[src/rtl/alu_mul_unit.sv]
// RV32IM execute unit: base-ISA ALU plus M-extension multiplier behind one opcode.
// Combinational result/zero outputs, with a registered copy of each for capture.
module alu_mul_unit (
    input  logic        clk,
    input  logic        rst_n,
    input  logic [31:0] operand_a_i,
    input  logic [31:0] operand_b_i,
    input  logic [3:0]  alu_op_i,
    output logic [31:0] result_o,
    output logic        zero_flag_o,
    output logic [31:0] result_q_o,
    output logic        zero_q_o
);

    localparam logic [3:0] OP_ADD    = 4'b0000;
    localparam logic [3:0] OP_SUB    = 4'b0001;
    localparam logic [3:0] OP_AND    = 4'b0010;
    localparam logic [3:0] OP_OR     = 4'b0011;
    localparam logic [3:0] OP_XOR    = 4'b0100;
    localparam logic [3:0] OP_SLL    = 4'b0101;
    localparam logic [3:0] OP_SRL    = 4'b0110;
    localparam logic [3:0] OP_SRA    = 4'b0111;
    localparam logic [3:0] OP_SLT    = 4'b1000;
    localparam logic [3:0] OP_SLTU   = 4'b1001;
    localparam logic [3:0] OP_MUL    = 4'b1010;
    localparam logic [3:0] OP_MULH   = 4'b1011;
    localparam logic [3:0] OP_MULHSU = 4'b1100;
    localparam logic [3:0] OP_MULHU  = 4'b1101;
    localparam logic [3:0] OP_PASSB  = 4'b1110;

    logic signed [31:0] a_s;
    logic signed [31:0] b_s;
    logic        [4:0]  shamt;
    logic        [31:0] alu_res;
    logic signed [63:0] mul_a;
    logic signed [63:0] mul_b;
    logic signed [63:0] prod;
    logic        [31:0] mul_res;
    logic               is_mul;
    logic        [31:0] result_p1;
    logic               zero_p1;

    assign a_s   = operand_a_i;
    assign b_s   = operand_b_i;
    assign shamt = operand_b_i[4:0];

    always_comb begin
        alu_res = '0;
        case (alu_op_i)
            OP_ADD:   alu_res = operand_a_i + operand_b_i;
            OP_SUB:   alu_res = operand_a_i - operand_b_i;
            OP_AND:   alu_res = operand_a_i & operand_b_i;
            OP_OR:    alu_res = operand_a_i | operand_b_i;
            OP_XOR:   alu_res = operand_a_i ^ operand_b_i;
            OP_SLL:   alu_res = operand_a_i << shamt;
            OP_SRL:   alu_res = operand_a_i >> shamt;
            OP_SRA:   alu_res = a_s >>> shamt;
            OP_SLT:   alu_res = {31'd0, (a_s < b_s)};
            OP_SLTU:  alu_res = {31'd0, (operand_a_i < operand_b_i)};
            OP_PASSB: alu_res = operand_b_i;
            default:  alu_res = '0;
        endcase
    end

    // Operands are widened to 64 bits before the multiply so the high half is exact;
    // A is sign-extended for MULH/MULHSU, B only for MULH.
    always_comb begin
        mul_a = {32'd0, operand_a_i};
        mul_b = {32'd0, operand_b_i};
        if (alu_op_i == OP_MULH || alu_op_i == OP_MULHSU)
            mul_a = {{32{operand_a_i[31]}}, operand_a_i};
        if (alu_op_i == OP_MULH)
            mul_b = {{32{operand_b_i[31]}}, operand_b_i};
    end

    assign prod = mul_a * mul_b;

    always_comb begin
        mul_res = prod[63:32];
        if (alu_op_i == OP_MUL)
            mul_res = prod[31:0];
    end

    assign is_mul      = (alu_op_i >= OP_MUL) && (alu_op_i <= OP_MULHU);
    assign result_o    = is_mul ? mul_res : alu_res;
    assign zero_flag_o = (result_o == 32'd0);

    // ---- stage boundary: capture register ----
    always_ff @(posedge clk or negedge rst_n) begin
        if (!rst_n) begin
            result_p1 <= '0;
            zero_p1   <= 1'b0;
        end else begin
            result_p1 <= result_o;
            zero_p1   <= zero_flag_o;
        end
    end

    assign result_q_o = result_p1;
    assign zero_q_o   = zero_p1;

endmodule

[config.mk]
export PLATFORM = sky130hd
export DESIGN_NAME = alu_mul_unit
export DESIGN_NICKNAME = d
export VERILOG_FILES = /design/src/rtl/alu_mul_unit.sv
export SDC_FILE = /design/constraint.sdc
export NUM_CORES = 2
export LEC_CHECK = 0
export ABC_CLOCK_PERIOD_IN_PS = 14450
export BUFFER_PORTS_ARGS = -buffer_cell sky130_fd_sc_hd__buf_2
export CAP_MARGIN = 20
export CORE_AREA = 10 10 305 601
export DETAILED_ROUTE_END_ITERATION = 7
export DIE_AREA = 0 0 315 611
export GPL_TIMING_DRIVEN = 0
export HOLD_SLACK_MARGIN = 0.1
export SYNTH_ARGS = -nofsm -noshare
export SYNTH_HDL_FRONTEND = slang
export SYNTH_SLANG_ARGS = --single-unit
[constraint.sdc]
create_clock -name clk -period 14.45 [get_ports clk]
set_input_delay 0.7225 -clock clk [delete_from_list [all_inputs] [get_ports clk]]
set_output_delay 0.7225 -clock clk [all_outputs]
set_load 0.02 [all_outputs]
==> results of run 1 <==
## per-layer routing
layer	GRT overflow	GRT usage
met4	4	0.5430
met1	0	0.4415
met5	0	0.01060
met2	8	0.7610
met3	0	0.1745
## metrics by stage
step | area [sq um] | hold slack, ns | utilization | cells
after floorplan | 58680 | 0.4269 | - | 6781
after global placement | 62210 | 0.7833 | 0.3591 | 9204
after detailed placement | 63850 | 0.8135 | 0.3686 | 9312
after CTS | 64230 | 0.5286 | 0.3708 | 9314
## kinds of logic after synthesis
group,Yosys count,share of synthesized area
AO/OA/AOI/OAI,791,0.09204
XOR/XNOR,123,0.01836
adder cells (fa/ha/maj),1868,0.5804
buffers and inverters,2002,0.1299
flip-flops,33,0.01407
multiplexers,152,0.03393
AND/OR/NAND/NOR,1812,0.1313
## timing repair
action / in CTS
gates resized for setup: 68
pin swaps: 5
endpoints found under the setup margin: 58
setup buffers: 5
hold buffers: 0
==> results.cfg, run 1 <==
[outcome]
outcome = did not finish
stop_stage = global routing (5_1_grt)
toolErrorMsg = [ERROR GRT-0116] Global routing finished with congestion. Check the congestion regions in the DRC Viewer.

[die]
die_h_microns = 611
start_util = 0.3387
rows = 216
die_x_microns = 315
boundaryPins = 136

[yosys]
synth-seq-area-share = 0.01407
ys_ff_latch = 33
yosys-top-cells-area = fa_1 (49%), inv_1 (10%), ha_1 (9.5%)
synthCells = 6781
yosysTopAreaCell = fa_1
syn_nets = 8719
yosysMostFrequentCell = inv_1
syn_avg_cell_area_sq_um = 8.653
synthesis.area_sq_um = 58680
async_reset_ff_frac = 1.000
synth-edff-count = 0
synthDominantCellAreaShare = 0.4855
yosysWarnings = 0
synth_top_flop_cell = dfrtp_1
synth_common_cells = inv_1 (1591), fa_1 (1423), nand2_1 (788), nor2_1 (649), ha_1 (445)
yosysUniqueCellTypes = 95

[global_routing]
grtUsageTotal = 0.4780
grt_pass1_vias = 63070
grt_pass1_wl_mm = 609.0
grt_max_degree = 34
grt_overflow_total = 12

[place]
portBuffers = 134
dp_hpwl_mm = 369.2
dp_slack_ns = -2.949
place.gp.congestion = 1.211

[clock_tree]
clockRootBuffer = clkbuf_16
numCtsBuffers = 5
clk_path_buf_depth = 2
cts_sinks = 33
cts_max_level = 2
==> run 2, diff against run 1 <==
--- a/config.mk
+++ b/config.mk
@@ -8,11 +8,11 @@
 export ABC_CLOCK_PERIOD_IN_PS = 14450
 export BUFFER_PORTS_ARGS = -buffer_cell sky130_fd_sc_hd__buf_2
 export CAP_MARGIN = 20
-export CORE_AREA = 10 10 305 601
+export CORE_AREA = 10 10 553 555
 export DETAILED_ROUTE_END_ITERATION = 7
-export DIE_AREA = 0 0 315 611
+export DIE_AREA = 0 0 563 565
 export GPL_TIMING_DRIVEN = 0
-export HOLD_SLACK_MARGIN = 0.1
+export PLACE_DENSITY_LB_ADDON = 0.15
 export SYNTH_ARGS = -nofsm -noshare
 export SYNTH_HDL_FRONTEND = slang
 export SYNTH_SLANG_ARGS = --single-unit
==> run 2 against run 1 <==
Compared with the run above: the run now ends clean; area after synthesis did not move; synthesized cell count did not move.
==> results.cfg, run 2 <==
[outcome]
outcome = complete, no violations

[routing]
dr.first_iter.drc_count = 5543
routed_wl_mm = 402.2
postRouteAntennaNets = 0
post_drt_wl_per_cell_microns = 36.59
drt_pass1_iterations = 6
via_per_inst = 4.802
drc_errors = 0
route.vias.total = 52780

[clock_tree]
hold_buffers = 0
numCtsBuffers = 5
clkTransAtPathRegs_ns = 0.07
cts_tree = done
cts_max_level = 2
clockRootBuffer = clkbuf_16
cts_sinks = 33
clk_path_buf_depth = 2

[timing]
setup_viol = 0
drv_slew = 0
finalWorstSetupSlack_ns = 0.1819
max_freq_mhz = 70.09
period_minus_slack_ns = 14.27
worst_pin_slew_ns = 1.266
timing.final.crit_share = 0.9874
hold_viol = 0
slew_headroom = 0.1560

[yosys]
yosysTopAreaCell = fa_1
synth_common_cells = inv_1 (1591), fa_1 (1423), nand2_1 (788), nor2_1 (649), ha_1 (445)
synthesis.area_sq_um = 58680
syn_avg_cell_area_sq_um = 8.653
syn_nets = 8719
yosysMostFrequentCell = inv_1
ys_ff_latch = 33
async_reset_ff_frac = 1.000
synth-edff-count = 0
yosysWarnings = 0
synthCells = 6781
synth_top_flop_cell = dfrtp_1
synth-seq-area-share = 0.01407
synthDominantCellAreaShare = 0.4855
yosysUniqueCellTypes = 95
yosys-top-cells-area = fa_1 (49%), inv_1 (10%), ha_1 (9.5%)

[worst_setup_path]
criticalPathCategory = in2out
end_kind = output port
cpPeakStageDelay_ns = 0.72
critPathSlowestCell = fa_1
critPathMostFrequentCell = fa_1
worstPathMaxFanout = 11
worstPathRequired_ns = 13.73
crit_path_start_kind = primary input
cp.arrival_ns = 13.55

[final_layout]
seq_area_sq_um = 825.8
nets = 8972
final_cell_mix = inv_1 (1590), fa_1 (1417), nand2_1 (786)
layout_commonest_cell = inv_1
drive_above_1_share = 0.07676
areaGrowthSynthToFinish_pct = 13.67
largest_reg_flops = 32
multiInputGateArea_sq_um = 50510
num-fill-cells = 33120

[die]
die_h_microns = 565
start_util = 0.1987
dieArea_sq_um = 318100
rows = 200
coreArea_sq_um = 295300
die_x_microns = 563
boundaryPins = 136

[place]
dp_hpwl_mm = 356.4
place.gp.congestion = 1.000
portBuffers = 134
dp_slack_ns = -1.960

[global_routing]
grtUsageTotal = 0.2480
grt_max_degree = 34
grt_pass1_vias = 56270
antenna_found_initial = 48
grt_overflow_total = 0
grt_pass1_wl_mm = 533.3

[worst_hold_path]
hold_class = in2async

[flow_run]
max_cap_viol_count = 0
## run 2: cell type report
cell class | instances | share of cell area
multi-input combinational | 4746 | 0.7573
inverter | 1616 | 0.09101
tap | 3939 | 0.07390
timing repair buffer | 261 | 0.03816
buffer | 371 | 0.02405
sequential | 33 | 0.01238
clock buffer | 5 | 0.001876
clock inverter | 3 | 0.0006941
antenna | 17 | 0.0006379
## run 2: repair_timing
action	in CTS	in global routing
buffers inserted	2	2
gates resized for setup	50	51
setup endpoints to repair	27	2
endpoints found under the hold margin	0	0
pin swaps	0	2
## run 2: kinds of logic after synthesis
group / after synthesis / share of synthesized area
and+or+nand+nor: 1812 / 0.1313
adders and majority gates: 1868 / 0.5804
muxes: 152 / 0.03393
xor gates and xnor gates: 123 / 0.01836
AOI/OAI and AO/OA: 791 / 0.09204
buffers and inverters: 2002 / 0.1299
DFF: 33 / 0.01407
## run 2: worst max-delay path: cells and delay by family
family | cells | cell delay (ns)
mux | 1 | 0.18
fa+ha+maj | 11 | 5.83
simple gates | 9 | 2.71
buf+inv | 11 | 2.81
compound gates | 4 | 1.25
## run 2: per-layer routing
metal	global-route usage	share of wire
met1	0.3211	0.41
met2	0.3878	0.44
met3	0.04111	0.070
met4	0.1487	0.079
met5	0	0.00031
## run 2: final timing paths
| check | to | slack (ns) | start |
|---|---|---|---|
| max in group asynchronous | result_q_o[28] | 13.40 | rst_n |
| min in group clk | result_q_o[23] | 1.48 | operand_b_i[23] |
| hold / removal | result_q_o[12] | 0.52 | rst_n |
| setup / recovery | zero_flag_o | 0.18 | operand_a_i[31] |
## run 2: per-stage QoR
| step | std cells | setup TNS [ns] | hold WS, ns | area, sq um | utilization |
|---|---|---|---|---|---|
| after floorplan | 6781 | 0 | 0.4269 | 58680 | - |
| after global placement | 10850 | -36.54 | 0.8718 | 64270 | 0.2177 |
| after detailed placement | 10970 | -15.18 | 0.8908 | 66210 | 0.2242 |
| after CTS | 10970 | 0 | 0.5556 | 66500 | 0.2252 |
| after global routing | 10980 | -0.05769 | 0.6030 | 66670 | 0.2258 |
| final | 10990 | 0 | 0.5206 | 66690 | 0.2259 |
Power of run 2 is not shown: default switching activity piles up to over one toggle a cycle in this logic, so the estimate is an artifact.
